<file path="src/rtl/row_buffer_seq_ctrl.sv">
// Command sequencer for the skewed Q/S row buffer: gates softmax rows in (LOAD) and
// issues the 2N-1 diagonal reads that stream one operand into the systolic array (FEED).
module row_buffer_seq_ctrl #(
  parameter int MATRIX_SIZE = 3,
  parameter int ADDR_WIDTH  = $clog2((MATRIX_SIZE**2) << 2),
  parameter int CNT_WIDTH   = $clog2(2*MATRIX_SIZE)
) (
  input  logic                  clk,
  input  logic                  reset_n,
  input  logic                  cmd_valid,
  input  logic [1:0]            cmd_op,
  output logic                  cmd_ready,
  input  logic                  in_valid,
  output logic                  in_ready,
  input  logic                  feed_stall,
  output logic                  buf_wr_en,
  output logic                  buf_qs_sel,
  output logic                  buf_rd_en,
  output logic [ADDR_WIDTH-1:0] buf_rd_addr,
  output logic                  feed_valid,
  output logic                  feed_last,
  output logic                  done,
  output logic                  err
);

  localparam logic [CNT_WIDTH-1:0] LAST_ROW = CNT_WIDTH'(MATRIX_SIZE - 1);
  localparam logic [CNT_WIDTH-1:0] LAST_RD  = CNT_WIDTH'(2*MATRIX_SIZE - 2);

  typedef enum logic [1:0] {S_IDLE, S_LOAD, S_FEED, S_DONE} state_t;

  state_t               r_state;
  state_t               w_next;
  logic                 r_sel;
  logic                 r_loaded_q;
  logic                 r_loaded_s;
  logic [CNT_WIDTH-1:0] r_row;
  logic [CNT_WIDTH-1:0] r_rd_cnt;
  logic                 r_err;
  logic                 r_rd_vld_p1;
  logic                 r_rd_last_p1;

  logic w_accept;
  logic w_cmd_loaded;
  logic w_cmd_ok;
  logic w_wr;
  logic w_rd;
  logic w_row_last;
  logic w_rd_last;

  // A LOAD is legal only for an unloaded operand, a FEED only for a loaded one.
  assign w_accept     = (r_state == S_IDLE) & cmd_valid;
  assign w_cmd_loaded = cmd_op[0] ? r_loaded_s : r_loaded_q;
  assign w_cmd_ok     = cmd_op[1] ? w_cmd_loaded : ~w_cmd_loaded;
  assign w_wr         = (r_state == S_LOAD) & in_valid;
  assign w_rd         = (r_state == S_FEED) & ~feed_stall;
  assign w_row_last   = w_wr & (r_row == LAST_ROW);
  assign w_rd_last    = w_rd & (r_rd_cnt == LAST_RD);

  always_ff @(posedge clk or negedge reset_n) begin
    if (!reset_n) begin
      r_state <= S_IDLE;
    end else begin
      r_state <= w_next;
    end
  end

  always_comb begin
    w_next = r_state;
    case (r_state)
      S_IDLE: begin
        if (w_accept && w_cmd_ok) begin
          w_next = cmd_op[1] ? S_FEED : S_LOAD;
        end
      end
      S_LOAD: begin
        if (w_row_last) begin
          w_next = S_DONE;
        end
      end
      S_FEED: begin
        if (w_rd_last) begin
          w_next = S_DONE;
        end
      end
      default: w_next = S_IDLE;
    endcase
  end

  always_comb begin
    cmd_ready   = (r_state == S_IDLE);
    in_ready    = (r_state == S_LOAD);
    buf_wr_en   = w_wr;
    buf_rd_en   = w_rd;
    buf_rd_addr = ADDR_WIDTH'(r_rd_cnt);
    buf_qs_sel  = (r_state != S_IDLE) & r_sel;
    done        = (r_state == S_DONE);
    err         = r_err;
    feed_valid  = r_rd_vld_p1;
    feed_last   = r_rd_last_p1;
  end

  always_ff @(posedge clk or negedge reset_n) begin
    if (!reset_n) begin
      r_sel        <= 1'b0;
      r_loaded_q   <= 1'b0;
      r_loaded_s   <= 1'b0;
      r_row        <= '0;
      r_rd_cnt     <= '0;
      r_err        <= 1'b0;
      r_rd_vld_p1  <= 1'b0;
      r_rd_last_p1 <= 1'b0;
    end else begin
      r_err <= w_accept & ~w_cmd_ok;
      if (w_accept && w_cmd_ok) begin
        r_sel <= cmd_op[0];
      end
      if (w_wr) begin
        r_row <= w_row_last ? '0 : r_row + CNT_WIDTH'(1);
      end
      if (w_row_last) begin
        if (r_sel) begin
          r_loaded_s <= 1'b1;
        end else begin
          r_loaded_q <= 1'b1;
        end
      end
      // Stalled cycles leave the read counter alone so no diagonal is skipped or repeated.
      if (w_rd) begin
        r_rd_cnt <= w_rd_last ? '0 : r_rd_cnt + CNT_WIDTH'(1);
      end
      // Buffer read data arrives one cycle after the read is issued.
      r_rd_vld_p1  <= w_rd;
      r_rd_last_p1 <= w_rd_last;
    end
  end

endmodule

</file>
<file path="config.mk">
export PLATFORM = sky130hd
export DESIGN_NAME = row_buffer_seq_ctrl
export DESIGN_NICKNAME = d
export VERILOG_FILES = /design/src/rtl/row_buffer_seq_ctrl.sv
export SDC_FILE = /design/constraint.sdc
export NUM_CORES = 1
export LEC_CHECK = 0
export CORE_MARGIN = 2
export CORE_UTILIZATION = 42
export CTS_CLUSTER_DIAMETER = 50
export DETAILED_ROUTE_END_ITERATION = 12
export PLACE_DENSITY = 0.72
export SLEW_MARGIN = 20
export SYNTH_ARGS = -nofsm -noshare
export SYNTH_HDL_FRONTEND = slang
export SYNTH_SLANG_ARGS = --single-unit
</file>
<file path="constraint.sdc">
create_clock -name clk -period 1.7 [get_ports clk]
set_input_delay 0.34 -clock clk [delete_from_list [all_inputs] [get_ports clk]]
set_output_delay 0.34 -clock clk [all_outputs]
set_load 0.05 [all_outputs]
</file>
# Word-level counts from Yosys, hierarchy flattened
# Index checks and enable logic that the tools add are counted.
# Widths: inputs -> output; s select.
[classes]
n_addsub = 2
n_eq_ne = 8
mux = 9
bitwise_logic = 11
n_reduce_logical = 6
[ops]
columns = ["op", "n"]
rows = [
  ["$mux 2", 4],
  ["$and 1x1->1", 7],
  ["$add 3x1->3 const B", 2],
  ["$mux 3", 2],
  ["$pmux 2 s3", 1],
  ["$eq 2x2->1 const B", 2],
  ["$ne 2x1->1 const B", 2],
  ["$not 1->1", 4],
  ["$reduce_and 2->1", 2],
  ["$eq 3x2->1 const B", 1],
  ["$eq 3x3->1 const B", 1],
  ["$reduce_and 3->1", 1],
  ["$eq 2x1->1 const B", 1],
  ["$logic_not 2->1", 1],
  ["$mux 1", 2],
  ["$ne 2x2->1 const B", 1],
  ["$reduce_bool 2->1", 1],
  ["$logic_and 1x1->1", 1],
]
[totals]
regBits = 14
in_bits = 7
output_inout_bits = 15
wordCells = 45

# Logic depth before layout (Yosys ltp)
[logic_depth]
word_depth = 6
depth_mapped = 7
ltp_nobuf = 7

# Worst setup path after synthesis
# No wires, ideal clock.
[synth_timing]
kind = "reg2out"
from = "register r_state[0]"
to = "output buf_qs_sel"
arrival_time_ns = 1.679
required_time_ns = 1.360
slack_ns = -0.319
stages_incl_launch_ff = 4
path_buffers = 0
cell_sequence = "dfrtp_1 > inv_1 > ha_1 > nor2b_1"
[synth_between]
elab_chain_cells = 2
[synth_rtl]
columns = ["element", "line", "source"]
rows = [
  ["start, declared", "31", "state_t r_state;"],
  ["start signal, assigned", "63", "r_state <= w_next;"],
  ["$reduce_bool 2->1", "95", "buf_qs_sel = (r_state != S_IDLE) & r_sel;"],
  ["$and 1x1->1", "95", ""],
  ["end, declared", "17", "output logic buf_qs_sel,"],
]
# No other way between the ends.

# Final worst setup path
[layout_timing]
from = "register r_rd_cnt[0]"
to = "register r_state[0]"
[layout_between]
elab_chain_cells = 4
[layout_rtl]
columns = ["element", "line", "source"]
rows = [
  ["start, declared", "37", "logic [CNT_WIDTH-1:0] r_rd_cnt;"],
  ["start signal, assigned", "129", "r_rd_cnt <= w_rd_last ? '0 : r_rd_cnt + CNT_WIDTH'(1);"],
  ["$eq 3x3->1", "57", "assign w_rd_last = w_rd & (r_rd_cnt == LAST_RD);"],
  ["$and 1x1->1", "57", ""],
  ["$ne 2x2->1 (no source line)", "--", ""],
  ["$reduce_and 3->1 (no source line)", "--", ""],
]
# No other way between the ends.
# A chain may end at the register's enable or synchronous reset.

==> metrics.md <==
| Metric | Value |
|---|---|
| Worst vdd ir | 1.25 mV |
| Die Wd | 47.7 um |
| All-Layer GR Usage | 15.8% |
| Critical path data arrival time | between 1500 and 2000 ps |
| Pre-antenna DRT Iters | 4 |
| PnR Total Power | 0.00250 W |
| Layout cells sized above 1 | between 40% and 50% |
| Area delta synth->final | 61.6% |
| Rows | 15 |
| CP cell instances | inv_2 > ha_4 > nand2_2 > o21a_1 > a311oi_4 > mux2_4 |
| Final WS setup | 29.1 ps |
| I/O pin cnt | 22 |
| Cells after Synth | a little over 80 |
| Critical Path End Type | flop |
| Slew Limit Fails | 0 |
| Non-Filler Instances | 147 |
| Post-synthesis cell area | about 800 um^2 |
| Reg clk slew, reported paths | 90 ps |
| Crit start category | flop |
| First-pass GRT wire length | 2.47 mm |
| Final Setup Violations | 0 |
| Initial antenna violation count | 0 |
| Lkg Pwr | 0.625 nW |
| CP max-delay cell | dfrtp_2 |
| Fmax achieved | ~600 MHz |
| Synth top area share | between 40% and 50% |
| Yosys cell types | 24 |
| 1st-iter DRT viols | 12 |
| CP Class | reg2reg |
| DR vias/cell | approximately 5 |
| Top post-synthesis cells by area | dfrtp_1, ha_1, inv_1 |
| Cell type with the highest aggregate area in the netlist | dfrtp_1 |
| Die ar. | approximately 2300 um^2 |
| Die H | 47.7 um |
| Count leader, synth | dfrtp_1 |
| Average wire per standard cell | 12.9 um |
| Synthesized flop and latch total | 14 |
| Core ar. | 1760 um^2 |
| Setup WS pre-CTS | -431 ps |
| R2R setup slack | 30 ps |
| Setup tns final | 0 ps |
| GPL Wtd Cong | 0.746 |
| Port bufs | 18 |
| Vias in the first global route | 611 |
| Nets | 139 |
| Most common library cells after synthesis | dfrtp_1, inv_1, ha_1, nand2_1 |
| Crit share post-route | slightly below 100% |
| Hold-fix buffers, CTS | 0 |
| Mean area per synthesized cell | 9.78 um^2 |
| Yosys Warn Count | 0 |
| Clock sink count | 14 |
| Worst hold path class | in2async |
| CTS tree | done |
| Antenna-violating nets left | 0 |
| Outcome | finished, final reports clean |
| Worst clock skew | 3.74 ps |
| CP max stage delay | 420 ps |
| H-tree depth | 1 |
| CTS root buf | clkbuf_4 |
| Max cap viols | 0 |
| Post-synth EDFFs | 0 |
| Synth async-reset ratio | between 90% and 100% |
| Final Hold Violating Endpoints | 0 |
| Worst-Skew Late Latency | just under 300 ps |
| Overflow after GRT | 0 |
| Critical Path RT | approximately 1900 ps |
| PD cells | ~1900 nW/um^2 |
| Min Tclk post-route | ~1700 ps |
| RSZ-0062 raised after global routing | yes |
| Largest net degree at the start of global routing | 10 |
| Antenna diodes | 0 |
| TritonCTS Buffers | 3 |
| Max Buffers Root-to-Sink | 2 |
| Dpl cells | 131 |
| Sequential area share after synthesis | 43.7% |
| DRT Wirelength | 1.89 mm |
| WHS | 281 ps |
| Hpwl dp | 1.31 mm |
| Maximum net fanout on the critical path | 2 |
| Primary FF master, synth | dfrtp_1 |
| # DRC | 0 |
| Via count | 728 |
| Initial core utilization | ~45% |
## through the flow
stage | util (%) | instance area, um^2
floorplan | - | 838
detailed placement | 63.8 | 1120
finish | 73.5 | 1300
CTS | 68.2 | 1200
global placement | 63.8 | 1120
global route | 73.5 | 1300
## worst paths after layout
| path | from | to | cells after the start |
|---|---|---|---|
| max | r_rd_cnt[0] | r_state[0] | 6 |
| max in group asynchronous | reset_n | err | 2 |
| min reg2reg | r_row[1] | r_row[1] | 2 |
| max reg2reg | r_rd_cnt[0] | r_state[0] | 6 |
| min in group clk | r_row[1] | r_row[1] | 2 |
| min | reset_n | r_rd_cnt[0] | 1 |
## where the power goes
| part | switching, W | leakage (nW) | internal (W) |
|---|---|---|---|
| sequential | 0.000102 | 0.168 | 0.000449 |
| clock | 0.000115 | 0.0150 | 0.0000912 |
| combinational | 0.000895 | 0.442 | 0.000850 |
## flip-flops by register name (all words and copies together), names as in the netlist
signal,cells
r_rd_cnt,3
r_row,3
r_state,2
err,1
feed_last,1
feed_valid,1
r_loaded_q,1
r_loaded_s,1
r_sel,1
## cell families (layout without fill, tap and decap cells)
family          Yosys count  count (layout)  synth area share (%)
simple gates             22              22                  12.5
compound gates           18              18                  15.3
flops                    14              14                  43.7
buf+inv                  13              51                  7.49
fa+ha+maj                 9               9                  14.0
mux                       4               4                  5.46
other cells               1               3                 0.468
xor+xnor                  1               1                  1.09
## worst max-delay path: cells and delay by family (launching register included)
kind	cells	cell delay (ps)
buffers and inverters	1	80
adder cells (fa/ha/maj)	1	150
multiplexers	1	330
AND/OR/NAND/NOR	1	50
AO/OA/AOI/OAI	2	540
flip-flops	1	420
## metal layers
| layer | part of all wire (%) | global-route usage [%] | up-vias | routed length (um) |
|---|---|---|---|---|
| li1 | - | - | 353 | - |
| met1 | 43 | 19.3 | 342 | 823 |
| met2 | 48 | 26.1 | 21 | 906 |
| met3 | 3.3 | 3.02 | 12 | 62 |
| met4 | 5.4 | 8.11 | 0 | 102 |
| met5 | 0 | 0 | - | 0 |
## repair_timing
| action | in CTS | in global routing |
|---|---|---|
| gates resized for setup | 7 | 9 |
| pin swaps | 1 | 1 |
| setup endpoints to repair | 5 | 5 |
| setup buffers | 5 | 7 |
## layout by cell type, fill, tap and decap left out, types with 4 or more instances in the layout
master / n
o21ai_0: 5
clkdlybuf4s50_1: 5
nor2_1: 5
a21oi_1: 4
buf_4: 25
inv_2: 5
nand2_1: 7
buf_12: 6
ha_1: 5
dfrtp_1: 11
inv_1: 4
## area by class of cell
type | instances | area [um^2]
multi-input cells | 57 | 477
fillers | 129 | 468
repair buffers | 37 | 367
flip-flops and latches | 14 | 354
inverters | 10 | 41.3
well taps | 25 | 31.3
clock buffers | 4 | 26.3
Power figures use the tool's default switching activity.
